**src/rtl/iddr_x8_deser.sv**
```systemverilog
// Purpose: 1:16 DDR input deserializer with one-bit-per-request word alignment (bitslip).
// Latency: a word's newest bit is shifted in and the word presented on the same ECLK rising edge; VALID pulses once every 8 ECLK.
// Backpressure: none; the serial stream free-runs, and slip requests arriving inside the guard window are dropped.
module iddr_x8_deser #(
    parameter int SLIP_GUARD = 4
) (
    input  logic ECLK,
    input  logic RSTN,
    input  logic D,
    input  logic ALIGNWD,
    output logic Q0,
    output logic Q1,
    output logic Q2,
    output logic Q3,
    output logic Q4,
    output logic Q5,
    output logic Q6,
    output logic Q7,
    output logic Q8,
    output logic Q9,
    output logic Q10,
    output logic Q11,
    output logic Q12,
    output logic Q13,
    output logic Q14,
    output logic Q15,
    output logic VALID,
    output logic ALIGN_BUSY
);

    localparam logic [3:0] GUARD_INIT = 4'(SLIP_GUARD);

    logic        rise_cap;
    logic        fall_cap;
    // Only the newest 31 bits of history can ever fall inside a 16-bit window
    // at offsets 0..15, so older bits are not kept.
    logic [28:0] hist;
    logic [30:0] hist_nxt;
    logic [2:0]  cnt;
    logic [3:0]  slip;
    logic [3:0]  slip_nxt;
    logic [3:0]  guard;
    logic [3:0]  guard_nxt;
    logic        align_d;
    logic        slip_req;
    logic [15:0] word;
    logic        valid_r;
    logic        busy_r;

    // Even bit of each pair: sampled on the rising edge.
    always_ff @(posedge ECLK or negedge RSTN) begin
        if (!RSTN) begin
            rise_cap <= 1'b0;
        end else begin
            rise_cap <= D;
        end
    end

    // Odd bit of each pair: sampled on the falling edge that follows.
    always_ff @(negedge ECLK or negedge RSTN) begin
        if (!RSTN) begin
            fall_cap <= 1'b0;
        end else begin
            fall_cap <= D;
        end
    end

    // Post-shift history view; bit 0 is the newest bit in the stream.
    always_comb begin
        hist_nxt = {hist, rise_cap, fall_cap};
    end

    // Slip acceptance: a rising request edge only acts when the guard has expired.
    always_comb begin
        slip_req  = ALIGNWD & ~align_d;
        slip_nxt  = slip;
        guard_nxt = guard;
        if (slip_req && (guard == 4'd0)) begin
            slip_nxt  = slip + 4'd1;
            guard_nxt = GUARD_INIT;
        end else if (guard != 4'd0) begin
            guard_nxt = guard - 4'd1;
        end
    end

    // History shift, word cadence counter and slip/guard state.
    always_ff @(posedge ECLK or negedge RSTN) begin
        if (!RSTN) begin
            hist    <= '0;
            cnt     <= 3'd0;
            slip    <= 4'd0;
            guard   <= 4'd0;
            align_d <= 1'b0;
            busy_r  <= 1'b0;
        end else begin
            hist    <= hist_nxt[28:0];
            cnt     <= cnt + 3'd1;
            slip    <= slip_nxt;
            guard   <= guard_nxt;
            align_d <= ALIGNWD;
            busy_r  <= (guard_nxt != 4'd0);
        end
    end

    // Word load every eighth edge; uses the slip offset in force before this edge.
    always_ff @(posedge ECLK or negedge RSTN) begin
        if (!RSTN) begin
            word    <= '0;
            valid_r <= 1'b0;
        end else if (cnt == 3'd7) begin
            word    <= hist_nxt[slip +: 16];
            valid_r <= 1'b1;
        end else begin
            valid_r <= 1'b0;
        end
    end

    // word[15] is the oldest bit of the window and maps to Q0.
    assign Q0  = word[15];
    assign Q1  = word[14];
    assign Q2  = word[13];
    assign Q3  = word[12];
    assign Q4  = word[11];
    assign Q5  = word[10];
    assign Q6  = word[9];
    assign Q7  = word[8];
    assign Q8  = word[7];
    assign Q9  = word[6];
    assign Q10 = word[5];
    assign Q11 = word[4];
    assign Q12 = word[3];
    assign Q13 = word[2];
    assign Q14 = word[1];
    assign Q15 = word[0];

    assign VALID      = valid_r;
    assign ALIGN_BUSY = busy_r;

endmodule

```
**config.mk**
```make
export PLATFORM = sky130hd
export DESIGN_NAME = iddr_x8_deser
export DESIGN_NICKNAME = d
export VERILOG_FILES = /design/src/rtl/iddr_x8_deser.sv
export SDC_FILE = /design/constraint.sdc
export NUM_CORES = 1
export LEC_CHECK = 0
export CORE_MARGIN = 8
export CORE_UTILIZATION = 45
export DETAILED_ROUTE_END_ITERATION = 12
export GPL_ROUTABILITY_DRIVEN = 0
export GPL_TIMING_DRIVEN = 1
export PLACE_DENSITY_LB_ADDON = 0.3
export SLEW_MARGIN = 20
export SYNTH_ARGS = -nofsm -noshare
export SYNTH_HDL_FRONTEND = slang
export SYNTH_SLANG_ARGS = --single-unit
```
**constraint.sdc**
```tcl
create_clock -name ECLK -period 1.98 [get_ports ECLK]
set_clock_uncertainty 0.05 [all_clocks]
set_input_delay 0.297 -clock ECLK [delete_from_list [all_inputs] [get_ports ECLK]]
set_output_delay 0.297 -clock ECLK [all_outputs]
set_load 0.005 [all_outputs]
```
==> flow_metrics.py, run 1 <==
metrics = {
    "outcome": {
        "status": "finished, violations left",
        "failed_checks": "setup timing",
    },
    "drt": {
        "viasPerCell": 5.511,
        "vias": 1835,
        "routedWlPerCell_um": 18.16,
        "drc": 0,
        "routed_wl_mm": 6.046,
        "drt_iter0_markers": 89,
        "drt-pass1-iter-count": 4,
        "detail-route-antenna-nets": 0,
    },
    "global_route": {
        "grt-ovfl-total": 0,
        "grt_pass1_vias": 1925,
        "grt_max_degree": 61,
        "antenna_found_initial": 0,
        "grt_pass1_wl_mm": 9.908,
        "grt_usage_pct": 12.93,
    },
    "sta": {
        "tightest_slew_ns": 0.8061,
        "setup_ws_ns": -0.4409,
        "slew_violations": 0,
        "timing.hold.ws_ns": 0.08756,
        "setup-violations-final": 1,
        "rsz0062_at_grt": "yes",
        "hold_viol": 0,
        "relSlewSlack_pct": 46.26,
    },
    "floorplanning": {
        "core_um2": 7176,
        "dieArea_um2": 10290,
        "ios": 22,
        "die_h_um": 101.5,
        "placementRows": 31,
        "start_util_pct": 45.79,
        "die_x_um": 101.5,
    },
    "placed_design": {
        "dpl_cell_area_um2": 3575,
        "dp.final_hpwl_mm": 4.204,
        "portBuffers": 21,
        "place_ws_ns": -0.4669,
    },
    "cts": {
        "clk_pin_slew_ns": 0.07,
        "clock_path_buffers": 2,
        "clk_latency_ns": 0.34,
        "tritoncts": "done",
        "root_buffer": "clkbuf_8",
        "cts_buffers": 9,
        "clock-sinks": 61,
        "htreeDepth": 3,
    },
    "critical_path": {
        "cp-startpoint": "fall_cap",
        "critPathLaunchType": "flop",
        "path_buf_inv": 0,
        "crit_top_cell": "mux2i_1",
        "crit_family": "multiplexers",
        "setup.worst_path.end": "word[0]",
        "reg2reg_from": "fall_cap",
        "crit_chain": "mux4_2 > mux2i_1 > mux2i_1 > mux2_4",
        "arrival_ns": 2.60,
        "end_kind": "flop",
        "required_ns": 2.16,
        "r2r_cells": 4,
        "r2r_end": "word[0]",
        "r2r_setup_slack_ns": -0.44,
        "crit_slowest_cell": "mux4_2",
        "crit_fanout": 2,
        "crit_cells": 4,
        "max_stage_delay_ns": 0.44,
        "critical_path_class": "flop to flop",
    },
    "power_and_ir_drop": {
        "p_total_uw": 5857,
        "total_leakage_power_uw": 0.001540,
        "peakVddDrop_mv": 0.4113,
        "powerDensity_nw_per_um2": 1503,
    },
    "logic_synthesis": {
        "synth_top_area_share_pct": 45.70,
        "synth_area_leaders": "dfrtp_1 46%, mux4_2 19%, mux2i_1 12%",
        "synth_top_area_cell": "dfrtp_1",
        "ys_warn_count": 0,
        "synth_cell_type_count": 29,
        "syn_avg_cell_area_um2": 16.94,
        "synth_nets": 202,
        "ys_seq_area_share_pct": 46.46,
        "syn-cell-area_um2": 3286,
        "ys_seq_elements": 61,
        "synthCells": 194,
    },
    "finish": {
        "num-fill-cells": 583,
        "area_growth_pct": 18.62,
        "final_net_count": 237,
        "fin_area_um2": 3897,
        "regArea_um2": 1529,
        "drive_above_1_share_pct": 40.17,
        "antenna_cells": 0,
        "multi_input_area_um2": 1559,
        "final_util_pct": 54.32,
    },
    "run": {
        "maxCapViolations": 0,
    },
    "worst_hold_path": {
        "hold_path.class": "primary input to async pin",
    },
}
==> cells by family (layout without fill, tap and decap cells) <==
family,Yosys count,count (layout),share of synthesized area [%]
mux,91,91,41.66
flops,61,61,46.46
buf+inv,20,60,6.664
simple gates,11,11,2.133
fa+ha+maj,4,4,1.523
compound gates,4,4,0.7615
xor+xnor,3,3,0.7998
==> power breakdown <==
group	internal, uW	switching [uW]
clock network	844	463
registers	1530	220
logic	1700	1110
total	4070	1790
==> final cells by class <==
cell class              instances  share of cell area, %
clock inverters                 3                  1.669
clock buffers                  13                  4.591
repair buffers                 40                  10.95
well taps                      99                  3.178
inverters                       4                 0.3852
multi-input cells             113                  40.00
flip-flops and latches         61                  39.23
==> state kept, by name (all words and copies together) (netlist names) <==
name / cells
ALIGN_BUSY: 1
VALID: 1
align_d: 1
cnt: 3
fall_cap: 1
guard: 4
hist: 29
rise_cap: 1
slip: 4
word: 16
==> cells in the final DEF (no fill, tap or decap), drive strengths merged, types with 2 or more instances in the layout <==
| master | instances |
|---|---|
| clkbuf | 14 |
| inv | 4 |
| bufinv | 2 |
| xor2 | 2 |
| buf | 19 |
| dfrtp | 60 |
| mux2i | 40 |
| mux2 | 18 |
| mux4 | 33 |
| clkdlybuf4s50 | 20 |
| ha | 4 |
| nor2 | 3 |
==> through the flow <==
step                      setup TNS (ns)  cells
after global placement           -0.4412    313
after CTS                        -0.4598    329
final                            -0.4409    333
after global routing             -0.7031    333
after floorplan                  -0.3775    194
after detailed placement         -0.5169    313
==> layer usage <==
layer	wire length [um]	track usage, %
met1	2855	17.27
met2	2772	18.37
met3	300	3.849
met4	116	7.216
met5	0	0
==> synthesized netlist by cell type, drive strengths merged <==
cell and n:
nor2 3, and4 1, o21ai 1, mux4 33, or3 1, o211ai 1
a21o 1, nor3b 1, xnor2 1, a21oi 1, and2 1, mux2i 40
dfrtp 60, nor3 1, clkbuf 2, xor2 2, or4b 1, dfrtn 1
nor2b 1, inv 4, mux2 18, nand2 1, ha 4, buf 14
==> worst min path at each step <==
stage	from	endpoint
5_1_grt	RSTN	rise_cap
2_1_floorplan	RSTN	ALIGN_BUSY
3_5_place_dp	rise_cap	hist[1]
3_3_place_gp	rise_cap	hist[1]
4_1_cts	RSTN	hist[3]
6_report	RSTN	hist[3]
==> repair_timing <==
| item | in CTS | in global routing |
|---|---|---|
| gates cloned | 0 | 1 |
| hold buffers | 0 | 0 |
| setup endpoints to repair | 3 | 15 |
| gates resized for setup | 4 | 13 |
| buffers inserted | 0 | 3 |
Note: power is estimated with default switching activity, not from simulation.
==> inputs of run 2 (changes only) <==
--- a/config.mk
+++ b/config.mk
@@ -6,7 +6,8 @@
 export NUM_CORES = 1
 export LEC_CHECK = 0
 export CORE_MARGIN = 8
-export CORE_UTILIZATION = 45
+export CORE_UTILIZATION = 55
+export CTS_CLUSTER_SIZE = 20
 export DETAILED_ROUTE_END_ITERATION = 12
 export GPL_ROUTABILITY_DRIVEN = 0
 export GPL_TIMING_DRIVEN = 1
==> constraint.sdc (replaced) <==
create_clock -name ECLK -period 2.81 [get_ports ECLK]
set_clock_uncertainty 0.05 [all_clocks]
set_input_delay 0.4215 -clock ECLK [delete_from_list [all_inputs] [get_ports ECLK]]
set_output_delay 0.4215 -clock ECLK [all_outputs]
set_load 0.005 [all_outputs]
==> run 2 against run 1 <==
The run still ends with setup timing left; critical endpoint unchanged; critical path type unchanged; flip-flop and latch count stayed put; cell area is 7.4% lower; via count is 3.7% lower.
==> flow_metrics.py, run 2 (synthesis results as in run 1) <==
metrics = {
    "floorplanning": {
        "core_um2": 5851,
        "die_x_um": 93.29,
        "die_h_um": 93.29,
        "dieArea_um2": 8703,
        "ios": 22,
        "start_util_pct": 56.16,
        "placementRows": 28,
    },
    "power_and_ir_drop": {
        "total_leakage_power_uw": 0.001445,
        "powerDensity_nw_per_um2": 982.1,
        "p_total_uw": 3545,
        "peakVddDrop_mv": 0.4751,
    },
    "finish": {
        "final_common_cell": "dfrtp_1",
        "drive_above_1_share_pct": 30.77,
        "stdcell_count": 296,
        "regMostFlops": "hist",
        "largest_reg_flops": 29,
        "area_growth_pct": 9.863,
        "final_net_count": 226,
        "antenna_cells": 0,
        "num-fill-cells": 402,
        "biggestRegsByFlops": "hist (29), word (16)",
        "final_cell_mix": "60 x dfrtp_1, 40 x mux2i_1, 27 x mux4_2",
    },
    "cts": {
        "tritoncts": "done",
        "clock_path_buffers": 2,
        "htreeDepth": 3,
        "root_buffer": "clkbuf_8",
        "clock-sinks": 61,
        "cts_buffers": 9,
        "clk_pin_slew_ns": 0.07,
        "hold_buffers": 0,
        "clk_latency_ns": 0.34,
    },
    "global_route": {
        "grt_pass1_vias": 1769,
        "grt_pass1_wl_mm": 9.273,
        "grt_max_degree": 61,
        "antenna_found_initial": 0,
        "grt-ovfl-total": 0,
        "grt_usage_pct": 13.97,
        "met1_usage_pct": 19.21,
        "grtUsageMet2_pct": 18.98,
        "use_met3_pct": 4.888,
        "busiest_layer": "met1",
    },
    "placed_design": {
        "place_ws_ns": -0.04192,
        "dp.cells": 280,
        "portBuffers": 21,
        "dp.final_hpwl_mm": 3.931,
    },
    "outcome": {
        "status": "finished, violations left",
        "failed_checks": "setup timing",
    },
    "critical_path": {
        "end_kind": "flop",
        "crit_fanout": 2,
        "r2r_end": "word[0]",
        "arrival_ns": 3.03,
        "r2r_cells": 4,
        "reg2reg_from": "fall_cap",
        "critPathLaunchType": "flop",
        "required_ns": 2.99,
        "critical_path_class": "flop to flop",
        "r2r_setup_slack_ns": -0.04,
    },
    "sta": {
        "tns_ns": -0.03535,
        "relSlewSlack_pct": 43.87,
        "setup-violations-final": 1,
        "setup_ws_ns": -0.03535,
        "hold_viol": 0,
        "tightest_slew_ns": 0.8419,
        "slew_violations": 0,
        "rsz0062_at_grt": "yes",
    },
    "drt": {
        "drt_iter0_markers": 106,
        "drt-pass1-iter-count": 4,
        "routedWlPerCell_um": 18.68,
        "detail-route-antenna-nets": 0,
        "vias": 1768,
        "drc": 0,
        "routed_wl_mm": 5.530,
        "viasPerCell": 5.973,
    },
    "worst_hold_path": {
        "hold_path.class": "primary input to async pin",
    },
    "run": {
        "maxCapViolations": 0,
    },
}
==> run 2: where the power goes <==
part	switching, uW	internal [uW]
clock	302	355
sequential	150	1070
combinational	697	968
==> run 2: worst max path at each step <==
stage | start | endpoint | slack, ns | cells past startpoint
after global placement | fall_cap | word[0] | -0.02 | 4
after global routing | fall_cap | word[0] | -0.08 | 4
final | fall_cap | word[0] | -0.04 | 4
after detailed placement | fall_cap | word[0] | -0.04 | 4
after CTS | fall_cap | word[0] | -0.02 | 4
after floorplan | fall_cap | word[0] | 0.04 | 4
==> run 2: critical path: stages, from the launching register on <==
cell     delay [ns]
dfrtn_1        0.35
mux4_2         0.45
mux2i_1        0.14
mux2i_1        0.08
mux2_4         0.28
==> run 2: per-stage QoR <==
step | hold slack, ns | utilization [%] | cell area (um2)
floorplan | 0.07591 | - | 3286
global placement | 0.3343 | 58.55 | 3426
detailed placement | 0.3513 | 58.55 | 3426
CTS | 0.2392 | 61.57 | 3602
global route | 0.3008 | 61.70 | 3610
finish | 0.2192 | 61.70 | 3610
==> run 2: final cells by class <==
| cell class | count | area (um2) | share of cell area [%] |
|---|---|---|---|
| clock inverters | 2 | 10.01 | 0.2773 |
| inverters | 4 | 15.01 | 0.4159 |
| well taps | 75 | 93.84 | 2.600 |
| multi-input cells | 113 | 1544 | 42.77 |
| flip-flops and latches | 61 | 1526 | 42.29 |
| clock buffers | 12 | 155.1 | 4.298 |
| repair buffers | 29 | 265.3 | 7.348 |
==> run 2: per-layer routing <==
metal  share of wire (%)  vias up
met5                   0        -
met4                 2.2        0
met3                 6.7        9
met2                  45       59
met1                  46      892
li1                    -      808
==> run 2: repair_timing <==
action / in CTS / in global routing
hold endpoints to repair: 0 / 0
setup buffers: 1 / 1
resized for setup: 1 / 0
setup endpoints to repair: 1 / 1
